`src/rtl/hilo_ctrl_if.sv`:
```
// Controller-to-divider bus: registered operands and start pulse out, results and status back.
interface hilo_ctrl_if;
    logic [31:0] dividend;
    logic [31:0] divisor;
    logic        div_init;
    logic [31:0] div_hi;
    logic [31:0] div_lo;
    logic        div_end;
    logic        div_exc;

    modport master (
        output dividend, divisor, div_init,
        input  div_hi, div_lo, div_end, div_exc
    );

    modport slave (
        input  dividend, divisor, div_init,
        output div_hi, div_lo, div_end, div_exc
    );
endinterface

```
`src/rtl/hilo_ctrl.sv`:
```
// HI/LO register file and divide sequencer (IDLE -> ISSUE -> WAIT) in front of a multi-cycle divider.
// Optional WAIT abort counter is built when HILO_TIMEOUT_EN is defined.
module hilo_ctrl #(
    parameter int TIMEOUT_CYCLES = 48
) (
    input  logic              clk,
    input  logic              reset,
    input  logic              op_start,
    input  logic [31:0]       op_a,
    input  logic [31:0]       op_b,
    input  logic              mthi_we,
    input  logic              mtlo_we,
    input  logic [31:0]       wdata,
    output logic [31:0]       hi,
    output logic [31:0]       lo,
    output logic              busy,
    output logic              div_zero,
    output logic              timeout,
    hilo_ctrl_if.master       div
);

    typedef enum logic [1:0] {S_IDLE, S_ISSUE, S_WAIT} state_t;

    state_t      state_reg, state_next;
    logic        div_end_d_reg;
    logic [31:0] hi_reg, lo_reg;
    logic [31:0] dividend_reg, divisor_reg;
    logic        div_zero_reg, div_zero_next;
    logic        load_ops, load_result, write_hi, write_lo;
    logic        busy_c, div_init_c;
    logic        end_rise;
    logic        tmo_hit;

    if (TIMEOUT_CYCLES < 1) begin : g_bad_cfg
        $error("TIMEOUT_CYCLES must be at least 1");
    end

    // Only a fresh edge counts; a done level left over from the previous op is ignored.
    assign end_rise = div.div_end & ~div_end_d_reg;

`ifdef HILO_TIMEOUT_EN
    localparam int CNT_W = $clog2(TIMEOUT_CYCLES + 1);

    logic [CNT_W-1:0] tmo_cnt_reg;
    logic             timeout_reg;

    assign tmo_hit = (state_reg == S_WAIT) && (tmo_cnt_reg == CNT_W'(TIMEOUT_CYCLES - 1));

    always_ff @(posedge clk or negedge reset) begin
        if (!reset) begin
            tmo_cnt_reg <= '0;
            timeout_reg <= 1'b0;
        end else begin
            if (state_reg == S_IDLE && state_next == S_ISSUE)
                tmo_cnt_reg <= '0;
            else if (state_reg == S_WAIT)
                tmo_cnt_reg <= tmo_cnt_reg + 1'b1;
            timeout_reg <= tmo_hit && !end_rise && !div.div_exc;
        end
    end

    assign timeout = timeout_reg;
`else
    assign tmo_hit = 1'b0;
    assign timeout = 1'b0;
`endif

    always_ff @(posedge clk or negedge reset) begin
        if (!reset)
            state_reg <= S_IDLE;
        else
            state_reg <= state_next;
    end

    always_comb begin
        state_next = state_reg;
        case (state_reg)
            S_IDLE:  if (op_start && (op_b != 32'd0)) state_next = S_ISSUE;
            S_ISSUE: state_next = S_WAIT;
            S_WAIT:  if (end_rise || div.div_exc || tmo_hit) state_next = S_IDLE;
            default: state_next = S_IDLE;
        endcase
    end

    always_comb begin
        busy_c        = (state_reg != S_IDLE);
        div_init_c    = (state_reg == S_ISSUE);
        load_ops      = 1'b0;
        load_result   = 1'b0;
        write_hi      = 1'b0;
        write_lo      = 1'b0;
        div_zero_next = 1'b0;
        case (state_reg)
            S_IDLE: begin
                load_ops      = op_start && (op_b != 32'd0);
                div_zero_next = op_start && (op_b == 32'd0);
                write_hi      = mthi_we;
                write_lo      = mtlo_we;
            end
            S_WAIT: begin
                // Completion takes priority over a simultaneous exception.
                load_result   = end_rise;
                div_zero_next = div.div_exc && !end_rise;
            end
            default: ;
        endcase
    end

    always_ff @(posedge clk or negedge reset) begin
        if (!reset) begin
            div_end_d_reg <= 1'b0;
            div_zero_reg  <= 1'b0;
            hi_reg        <= '0;
            lo_reg        <= '0;
            dividend_reg  <= '0;
            divisor_reg   <= '0;
        end else begin
            div_end_d_reg <= div.div_end;
            div_zero_reg  <= div_zero_next;
            if (load_ops) begin
                dividend_reg <= op_a;
                divisor_reg  <= op_b;
            end
            if (load_result) begin
                hi_reg <= div.div_hi;
                lo_reg <= div.div_lo;
            end else begin
                if (write_hi) hi_reg <= wdata;
                if (write_lo) lo_reg <= wdata;
            end
        end
    end

    assign hi           = hi_reg;
    assign lo           = lo_reg;
    assign busy         = busy_c;
    assign div_zero     = div_zero_reg;
    assign div.div_init = div_init_c;
    assign div.dividend = dividend_reg;
    assign div.divisor  = divisor_reg;

endmodule
```
`src/flat_wrapper.sv`:
```
// flat-port wrapper written by rule: the top's interface ports become plain ports
module hilo_ctrl_flat 
#(
    parameter int TIMEOUT_CYCLES = 48
)
  (clk, reset, op_start, op_a, op_b, mthi_we, mtlo_we, wdata, hi, lo, busy, div_zero, timeout, div_dividend, div_divisor, div_div_init, div_div_hi, div_div_lo, div_div_end, div_div_exc);
  hilo_ctrl_if div_i ();
  input  logic clk;
  input  logic reset;
  input  logic op_start;
  input  logic [31:0] op_a;
  input  logic [31:0] op_b;
  input  logic mthi_we;
  input  logic mtlo_we;
  input  logic [31:0] wdata;
  output logic [31:0] hi;
  output logic [31:0] lo;
  output logic busy;
  output logic div_zero;
  output logic timeout;
  output wire logic [$bits(div_i.dividend)-1:0] div_dividend;
  output wire logic [$bits(div_i.divisor)-1:0] div_divisor;
  output wire logic [$bits(div_i.div_init)-1:0] div_div_init;
  input wire logic [$bits(div_i.div_hi)-1:0] div_div_hi;
  input wire logic [$bits(div_i.div_lo)-1:0] div_div_lo;
  input wire logic [$bits(div_i.div_end)-1:0] div_div_end;
  input wire logic [$bits(div_i.div_exc)-1:0] div_div_exc;
  assign div_dividend = div_i.dividend;
  assign div_divisor = div_i.divisor;
  assign div_div_init = div_i.div_init;
  assign div_i.div_hi = div_div_hi;
  assign div_i.div_lo = div_div_lo;
  assign div_i.div_end = div_div_end;
  assign div_i.div_exc = div_div_exc;
  hilo_ctrl #(.TIMEOUT_CYCLES(TIMEOUT_CYCLES)) u_core (.clk(clk), .reset(reset), .op_start(op_start), .op_a(op_a), .op_b(op_b), .mthi_we(mthi_we), .mtlo_we(mtlo_we), .wdata(wdata), .hi(hi), .lo(lo), .busy(busy), .div_zero(div_zero), .timeout(timeout), .div(div_i));
endmodule
```
`config.mk`:
```
export PLATFORM = sky130hd
export DESIGN_NAME = hilo_ctrl_flat
export DESIGN_NICKNAME = d
export VERILOG_FILES = /design/src/rtl/hilo_ctrl_if.sv /design/src/rtl/hilo_ctrl.sv /design/src/flat_wrapper.sv
export SDC_FILE = /design/constraint.sdc
export NUM_CORES = 1
export LEC_CHECK = 0
export ABC_AREA = 1
export BUFFER_PORTS_ARGS = -buffer_cell sky130_fd_sc_hd__buf_2
export CELL_PAD_IN_SITES_DETAIL_PLACEMENT = 0
export CELL_PAD_IN_SITES_GLOBAL_PLACEMENT = 2
export CORE_MARGIN = 10
export CORE_UTILIZATION = 27
export CTS_BUF_LIST = sky130_fd_sc_hd__clkbuf_8
export DETAILED_ROUTE_END_ITERATION = 16
export PLACE_DENSITY = 0.94
export SLEW_MARGIN = 10
export SYNTH_ARGS = -nofsm -noshare
export SYNTH_HDL_FRONTEND = slang
export SYNTH_SLANG_ARGS = --single-unit
```
`constraint.sdc`:
```
create_clock -name clk -period 2.49 [get_ports clk]
set_input_delay 0.498 -clock clk [delete_from_list [all_inputs] [get_ports clk]]
set_output_delay 0.498 -clock clk [all_outputs]
set_load 0.02 [all_outputs]
```
==> results of run 1 <==
[logic make-up (layout without fill, tap and decap cells)]
family	Yosys count	count (layout)	share of synthesized area
simple gates	401	401	0.2956
flops	132	132	0.5764
compound gates	67	67	0.07271
buf+inv	60	357	0.05458
other cells	1	3	0.0006544
[cell usage after synthesis]
| cell type | count | area (um^2) |
|---|---|---|
| clkbuf_1 | 10 | 37.54 |
| nand2_1 | 176 | 660.6 |
| nor2_1 | 89 | 334.1 |
| o22ai_1 | 1 | 6.260 |
| a31oi_1 | 64 | 400.4 |
| buf_4 | 10 | 75.07 |
| conb_1 | 1 | 3.750 |
| buf_2 | 28 | 140.1 |
| nor2_4 | 2 | 22.52 |
| nand2_2 | 3 | 18.77 |
| nand4_1 | 1 | 6.260 |
| inv_1 | 8 | 30.03 |
| o21ai_1 | 1 | 5.000 |
| buf_6 | 2 | 22.52 |
| buf_1 | 1 | 3.750 |
| nand3_1 | 129 | 645.6 |
| dfrtp_1 | 132 | 3303 |
| inv_2 | 1 | 3.750 |
| o21ai_0 | 1 | 5.000 |
| and2_1 | 1 | 6.260 |
[worst min-delay path by stage]
stage                                               endpoint  slack, ps  cells past startpoint                         startpoint
after detailed placement   u_core.div.divisor[0]$_DFFE_PN0P_        450                      2  u_core.div.divisor[0]$_DFFE_PN0P_
after global placement     u_core.div.divisor[5]$_DFFE_PN0P_        450                      2  u_core.div.divisor[5]$_DFFE_PN0P_
final                         u_core.div_end_d_reg$_DFF_PN0_        190                      1                        div_div_end
after global routing          u_core.div_end_d_reg$_DFF_PN0_        150                      1                        div_div_end
after floorplan           u_core.div.dividend[0]$_DFFE_PN0P_        200                      0                              reset
after CTS                     u_core.div_end_d_reg$_DFF_PN0_        140                      1                        div_div_end
[routing by layer]
metal | share of wire | global-route usage
met5 | 0.00092 | 0
met4 | 0.016 | 0.03929
met3 | 0.097 | 0.06791
met2 | 0.45 | 0.2443
met1 | 0.43 | 0.1898
[critical path, delay by kind of cell, from the launching register on]
family	cells	cell delay, ps
flops	1	430
buf+inv	3	360
simple gates	1	120
[power breakdown]
| part | switching (mW) | internal (mW) |
|---|---|---|
| Clock | 0.906 | 1.10 |
| Combinational | 3.21 | 1.52 |
| Sequential | 0.557 | 3.18 |
[per-stage QoR]
| stage | worst slack (ps) | total power, mW | cells |
|---|---|---|---|
| after floorplan | 1063 | 6.657 | 661 |
| after global placement | 568.5 | 8.550 | 1201 |
| after detailed placement | 559.1 | 8.598 | 1201 |
| after CTS | 568.4 | 10.66 | 1233 |
| after global routing | 550.7 | 11.24 | 1233 |
| final | 649.8 | 10.47 | 1235 |
[layout make-up]
cell class                 instances  area (um^2)  share of cell area
antenna                            2        5.005           0.0006290
clock buffer                      17        234.0             0.02941
clock inverter                    14        200.2             0.02516
inverter                           9        33.78            0.004246
multi-input combinational        469         2128              0.2675
sequential                       132         3303              0.4152
tap                              275        344.1             0.04325
timing repair buffer             317         1708              0.2147
==> impl_metrics.ini, run 1 <==
[logic_synthesis]
synth_cells = 661
synth_cell_type_count = 20
ys_ff_latch = 132
yosysWarnings = 0
synth-seq-area-share = 0.5764
synth_area_um2 = 5730
syn_nets = 828
syn_area_per_cell_um2 = 8.669

[floorplanning]
boundaryPins = 299
num_rows = 53
start_util = 0.2735
die_h_um = 165.7
core-area_um2 = 20960
die_w_um = 165.7
die_area_um2 = 27450

[critical_path]
worstPathMaxFanout = 4
crit-reg2reg-launch = u_core.state_reg[0]$_DFFE_PN0P_
crit_arrival_ps = 1340
worst_r2r_path_depth = 7
ff2ff_setup_slack_ps = 940
critPathLaunchType = flip-flop
cp_cell_sequence = nor2_1, buf_4, inv_1, buf_2
reg2reg_to = u_core.div.divisor[8]$_DFFE_PN0P_
slowest_stage = dfrtp_1
crit_end = busy
critPathLaunch = u_core.state_reg[0]$_DFFE_PN0P_
path_class = flip-flop to primary output
endpoint_kind = primary output
cp.required_ps = 1990
cp_slowest_stage_delay_ps = 430

[clocking]
cts_tree = yes
clk_pin_slew_ps = 80
ctsHoldBuffers = 1
clk_latency_ps = 420
cts-buffers-inserted = 17
clk_path_buf_depth = 2
root_buffer = clkbuf_8
ctsResizeCount = 0
clock-sinks = 132
htree_levels = 4
post_cts_buffers = 0

[global_routing]
grt_max_degree = 66
grt_pass1_vias = 5946
antenna_found_initial = 3
grt_pass1_wl_um = 34760
grt.overflow.total = 0
grt_usage = 0.1550

[route]
via_count = 5702
wl_um = 21760
drt_first_pass_iters = 5
vias_per_cell = 4.617
avgRoutedWirePerCell_um = 17.62
ant_nets = 0
route.detailed.drc = 0
first_iter_violations = 455

[timing]
finalSetupTns_ps = 0
hold_slack_ps = 191.4
setup_viol_count_final = 0
rsz0062_at_grt = false
post-route-period-util = 0.7391
drv_slew = 0
slew_headroom = 0.6567
hold_violations = 0
skew_ps = 11.67
fmax_ghz = 0.5434
finalCriticalPeriod_ps = 1840
worst_pin_slew_ps = 515.0

[place]
dpl_cell_area_um2 = 7507
hpwl_um = 16380
gp_congestion = 0.8371
io_buffers = 297

[finish]
final_cell_mix = 296 x buf_2, 175 x nand2_1, 132 x dfrtp_1, 129 x nand3_1, 89 x nor2_1
syn_to_final_growth_pct = 38.84
nNetsFinal = 1113
fillers = 2224
utilization = 0.3797
layout_commonest_cell = buf_2
design_area_um2 = 7956
drive_gt1_frac = 0.3716

[run_status]
status = finished, final reports clean

[power]
vdd_drop_max_mv = 0.4825
leakage_nw = 4.068
p_per_area_nw_per_um2 = 1316

[hold_path]
min_path_type = primary input to flip-flop

[flow_run]
max_cap_violations = 0
Power figures use the tool's default switching activity.
==> inputs of run 2 (changes only) <==
Settings changed: ABC_AREA 1 to 0, CORE_UTILIZATION 27 to 28, PLACE_DENSITY 0.94 to 0.9.
Clock period 2.49 ns to 1.7 ns, I/O delays scaled along.
==> run 2 against run 1 <==
Against the previous run:
- the flow now finishes with violations (negative setup slack)
- first-iteration DRC count shrank 57%
- count of clock-buffer cells in the layout grew 1
- critical path depth grew 4
- critical path type is now primary input to flip-flop
- largest cell class unchanged
==> impl_metrics.ini, run 2 <==
[power]
p_per_area_nw_per_um2 = 1820
p_int_mw = 8.800
power_frac_comb = 0.465
p_switching_mw = 6.272
leakage_nw = 4.061
p_sw_frac = 0.4161
clock_power_share = 0.174
pwr-share-seq = 0.361
p_total_mw = 15.07
vdd_drop_max_mv = 0.6010

[clocking]
clk_path_buf_depth = 2
cts-buffers-inserted = 17
htree_levels = 4
clk_pin_slew_ps = 80
root_buffer = clkbuf_8
cts_tree = yes
clock-sinks = 132
clk_latency_ps = 430

[finish]
antenna_cells = 0
layout_commonest_cell = buf_2
final_cell_mix = 295 x buf_2, 131 x dfrtp_1, 64 x mux2i_1, 64 x nand2_1, 64 x o21ai_0
drive_gt1_frac = 0.5242
syn_to_final_growth_pct = 49.32
nNetsFinal = 939

[route]
avgRoutedWirePerCell_um = 17.63
route.detailed.drc = 0
vias_per_cell = 4.332
drt_first_pass_iters = 4
via_count = 4544
ant_nets = 0
first_iter_violations = 197
wl_um = 18490

[logic_synthesis]
ys.flop_type = dfrtp_1
synth-async-reset-ratio = 1.000
synth.top_cell.area_share = 0.5957
syn_area_per_cell_um2 = 12.60
synth_area_leaders = dfrtp_1 60%, mux2i_1 12%, mux2_1 10%, o21ai_0 5.8%, nand2_1 4.3%
yosysMostFrequentCell = dfrtp_1
yosysWarnings = 0
synth_area_um2 = 5545
synth_cells = 440
syn_nets = 607
synth_cell_type_count = 22
synth-seq-area-share = 0.5957
synth_edf_count = 0
yosys-top-cells-count = 132 x dfrtp_1, 64 x mux2i_1, 64 x nand2_1, 64 x o21ai_0, 49 x mux2_1
ys_ff_latch = 132
synth_top_cell_by_area = dfrtp_1

[critical_path]
ff2ff_setup_slack_ps = 30
crit_family = buffers and inverters
critPathBufInv = 4
cp_cell_sequence = buf_2, nor4_4, buf_4, nand4_1, o211ai_4, buf_12, buf_6, mux2_1
cp.required_ps = 2010
endpoint_kind = flip-flop
critPathLaunchType = primary input
path_class = primary input to flip-flop
cp_slowest_stage_delay_ps = 340
slowest_stage = mux2_1
worstPathMaxFanout = 8
crit_arrival_ps = 2010

[hold_path]
min_path_type = primary input to flip-flop

[global_routing]
antenna_found_initial = 0
grt_pass1_vias = 4881
grt_pass1_wl_um = 27840
grt_max_degree = 65
grt_usage = 0.1349
grt.overflow.total = 0

[timing]
drv_slew = 0
setup_viol_count_final = 1
fmax_ghz = 0.5880
finalSetupTns_ps = -0.6242
postLayoutSetupSlackWorst_ps = -0.6242
finalCriticalPeriod_ps = 1701
post-route-period-util = 1.000
hold_violations = 0
rsz0062_at_grt = true
skew_ps = 13.12

[run_status]
violations = negative setup slack
status = finished with violations

[floorplanning]
boundaryPins = 299
die_area_um2 = 25830
num_rows = 51
start_util = 0.2849
die_h_um = 160.7
core-area_um2 = 19460
die_w_um = 160.7

[flow_run]
max_cap_violations = 0

[place]
preCtsSetupSlack_ps = -467.6
io_buffers = 297
hpwl_um = 14030
gp_congestion = 0.7812
-- run 2: cell types whose count changed after synthesis, moves of 15 or more --
cell | before | now
nand2_1 | 176 | 64
nand3_1 | 129 | 0
mux2i_1 | 0 | 64
o21ai_0 | 1 | 64
buf_2 | 28 | 7
mux2_2 | 0 | 15
a31oi_1 | 64 | 0
nor2_1 | 89 | 2
mux2_1 | 0 | 49
-- run 2: path summary, 6_finish.rpt --
| path | to | from | depth (start not counted) |
|---|---|---|---|
| hold reg to reg | u_core.hi[16]$_DFFE_PN0P_ | u_core.hi[16]$_DFFE_PN0P_ | 2 |
| max in group asynchronous | u_core.lo[8]$_DFFE_PN0P_ | reset | 3 |
| setup / recovery | u_core.div.dividend[20]$_DFFE_PN0P_ | op_b[2] | 8 |
| setup reg to reg | u_core.div.dividend[4]$_DFFE_PN0P_ | u_core.state_reg[0]$_DFFE_PN0P_ | 8 |
| min in group asynchronous | u_core.div.divisor[31]$_DFFE_PN0P_ | reset | 2 |
| hold / removal | u_core.div.dividend[16]$_DFFE_PN0P_ | op_a[16] | 2 |
-- run 2: per-stage QoR --
step                cells  cell area (um^2)  hold WS (ps)  utilization
floorplan             440              5549         44.41            -
global placement     1004              7585         285.3       0.3897
detailed placement   1004              7585         288.0       0.3897
CTS                  1038              8019         9.849       0.4120
global route         1049              8280         78.49       0.4255
finish               1049              8280         124.0       0.4255
-- run 2: cell families after synthesis --
kind of cell    count (synthesis)  synth area share
buf+inv                        30           0.03136
other cells                     1         0.0006762
simple gates                   80           0.06182
compound gates                 69           0.06498
flops                         132            0.5957
mux                           128            0.2455
-- run 2: area by class of cell --
class | count | area, um^2
clock buffers | 18 | 247.7
fillers | 1889 | 11180
multi-input cells | 278 | 2206
clock inverters | 13 | 135.1
well taps | 265 | 331.6
inverters | 3 | 11.26
flip-flops and latches | 132 | 3304
repair buffers | 340 | 2044
-- run 2: what timing repair did --
item | in CTS | in global routing
endpoints found under the hold margin | 32 | 1
hold buffers | 1 | 1
gates resized for setup | 6 | 24
setup buffers | 2 | 5
pin swaps | 1 | 3
endpoints found under the setup margin | 10 | 72
gates cloned | 0 | 5
-- run 2: routing by layer --
layer	share of wire	vias to the layer above	GRT usage
met1	0.43	2133	0.1629
met3	0.080	10	0.05879
met2	0.48	187	0.2174
met4	0.0068	0	0.03143
li1	-	2214	-
met5	0	-	0
-- run 2: power groups by stage --
stage / Sequential, mW / Combinational [mW] / Clock (mW)
floorplan: 7.36 / 1.90 / 0
global placement: 5.40 / 6.55 / 0
detailed placement: 5.47 / 6.61 / 0
CTS: 5.43 / 6.67 / 2.74
global route: 5.64 / 7.58 / 2.90
finish: 5.43 / 7.01 / 2.63
-- run 2: worst reg2reg max path: cells and delay by family (launching register included) --
| family | cells | cell delay [ps] |
|---|---|---|
| buffers and inverters | 5 | 680 |
| AOI/OAI and AO/OA | 1 | 70 |
| muxes | 1 | 310 |
| and+or+nand+nor | 1 | 110 |
| DFF | 1 | 390 |
==> inputs of run 3 (changes only) <==
Settings changed: CORE_UTILIZATION 28 to 27, CTS_BUF_LIST sky130_fd_sc_hd__clkbuf_8 to default, PLACE_DENSITY 0.9 to 0.87, SKIP_CTS_REPAIR_TIMING from default to 1.
==> run 3 against run 2 <==
Against the previous run:
- routed wire length down 0.76%
- register-to-register slack better by 40 ps
- core utilization down 0.47 points
- sequential cell count unchanged
- sequential share of layout area down 1.1 points
- combinational power down 2%
- via count up 0.75%
- critical path type unchanged
- the run still ends with negative setup slack left
- sequential power about the same
- first-iteration DRC count down 28%
- global-route usage down 0.45 points
- power up 6.9%
- count of clock-buffer cells in the layout up 2
==> impl_metrics.ini, run 3 (synthesis results as in run 2) <==
[global_routing]
antenna_found_initial = 0
grt_max_degree = 65
grt.overflow.total = 0
grt_pass1_vias = 4848
grt_usage = 0.1303
grt_pass1_wl_um = 27320

[timing]
post-route-period-util = 1.019
hold_slack_ps = 73.25
rsz0062_at_grt = true
setup_viol_count_final = 24
drv_slew = 0
skew_ps = 8.474
finalCriticalPeriod_ps = 1732
postLayoutSetupSlackWorst_ps = -32.44
hold_violations = 0
fmax_ghz = 0.5772

[critical_path]
critPathBufInv = 4
reg2reg_to = u_core.hi[19]$_DFFE_PN0P_
endpoint_kind = flip-flop
crit_arrival_ps = 2020
cp_cell_sequence = buf_8, nor4_4, buf_4, nand4_1, o211ai_4, buf_12, buf_6, mux2_1
cp_slowest_stage_delay_ps = 340
crit_end = u_core.div.dividend[6]$_DFFE_PN0P_
crit-reg2reg-launch = u_core.state_reg[0]$_DFFE_PN0P_
slowest_stage = mux2_1
ff2ff_setup_slack_ps = 70
path_class = primary input to flip-flop
worst_r2r_path_depth = 5
crit_family = buffers and inverters
critPathLaunchType = primary input
critPathLaunch = op_b[7]
cp.required_ps = 1990
worstPathMaxFanout = 9
path_depth = 8

[power]
clock_power_share = 0.236
p_sw_frac = 0.3937
leakage_nw = 4.150
p_per_area_nw_per_um2 = 1892
p_switching_mw = 6.341
p_int_mw = 9.764
power_frac_comb = 0.427
vdd_drop_max_mv = 0.5884
pwr-share-seq = 0.337

[clocking]
cts_tree = yes
clk_latency_ps = 410
root_buffer = clkbuf_16
clock-sinks = 132
clk_pin_slew_ps = 60
cts-buffers-inserted = 17
htree_levels = 4
clk_path_buf_depth = 2

[finish]
final_cell_mix = 294 x buf_2, 131 x dfrtp_1, 64 x mux2i_1, 64 x nand2_1, 63 x o21ai_0
nNetsFinal = 942
final_cells = 1058
antenna_cells = 0
fillers = 1983
drive_gt1_frac = 0.5190
syn_to_final_growth_pct = 53.54
layout_commonest_cell = buf_2
utilization = 0.4208

[run_status]
status = finished with violations
violations = negative setup slack

[route]
route.detailed.drc = 0
drt_first_pass_iters = 4
ant_nets = 0
wl_um = 18350
first_iter_violations = 142
vias_per_cell = 4.327
avgRoutedWirePerCell_um = 17.34
via_count = 4578

[floorplanning]
die_area_um2 = 26670
boundaryPins = 299
die_w_um = 163.3
start_util = 0.2741
core-area_um2 = 20230
die_h_um = 163.3
num_rows = 52

[place]
hpwl_um = 14110
io_buffers = 297
dp.cells = 1019
gp_congestion = 0.8251

[hold_path]
min_path_type = primary input to flip-flop

[flow_run]
max_cap_violations = 0
-- run 3: worst min path at each step --
stage,from,end,slack [ps],cells past startpoint
floorplan,reset,u_core.div.dividend[0]$_DFFE_PN0P_,40,0
global placement,reset,u_core.div.dividend[28]$_DFFE_PN0P_,280,1
detailed placement,reset,u_core.div.dividend[28]$_DFFE_PN0P_,270,1
CTS,reset,u_core.div.dividend[28]$_DFFE_PN0P_,-180,1
global route,div_div_end,u_core.div_end_d_reg$_DFF_PN0_,60,1
finish,div_div_end,u_core.div_end_d_reg$_DFF_PN0_,70,1
-- run 3: power by group through the flow --
stage / sequential, mW / clock [mW] / combinational [mW]
final: 5.43 / 3.80 / 6.87
after global routing: 5.64 / 4.07 / 7.44
after CTS: 5.43 / 3.93 / 6.59
after detailed placement: 5.46 / 0 / 6.60
after global placement: 5.39 / 0 / 6.55
after floorplan: 7.36 / 0 / 1.90
-- run 3: layout make-up --
cell class / instances / area (um^2) / share of cell area
clock buffer: 20 / 456.7 / 0.05364
clock inverter: 12 / 153.9 / 0.01807
inverter: 3 / 11.26 / 0.001323
multi-input combinational: 278 / 2215 / 0.2601
sequential: 132 / 3304 / 0.3881
tap: 270 / 337.8 / 0.03968
timing repair buffer: 343 / 2036 / 0.2391
-- run 3: layer usage --
metal	routed length (um)	vias up	global-route usage	share of wire
met2	9067	189	0.2162	0.49
li1	-	2227	-	-
met5	0	-	0	0
met4	158	0	0.03361	0.0086
met1	7369	2150	0.1477	0.40
met3	1752	12	0.06192	0.095
-- run 3: through the flow --
step / power, mW / setup WS [ps] / cell area, um^2 / setup TNS, ps
final: 16.11 / -32.44 / 8514 / -245.6
after global routing: 17.16 / -86.29 / 8514 / -2627
after CTS: 15.95 / -141.1 / 8239 / -5692
after detailed placement: 12.07 / -544.1 / 7629 / -32770
after global placement: 11.94 / -515.3 / 7629 / -31130
after floorplan: 9.265 / 14.22 / 5549 / 0
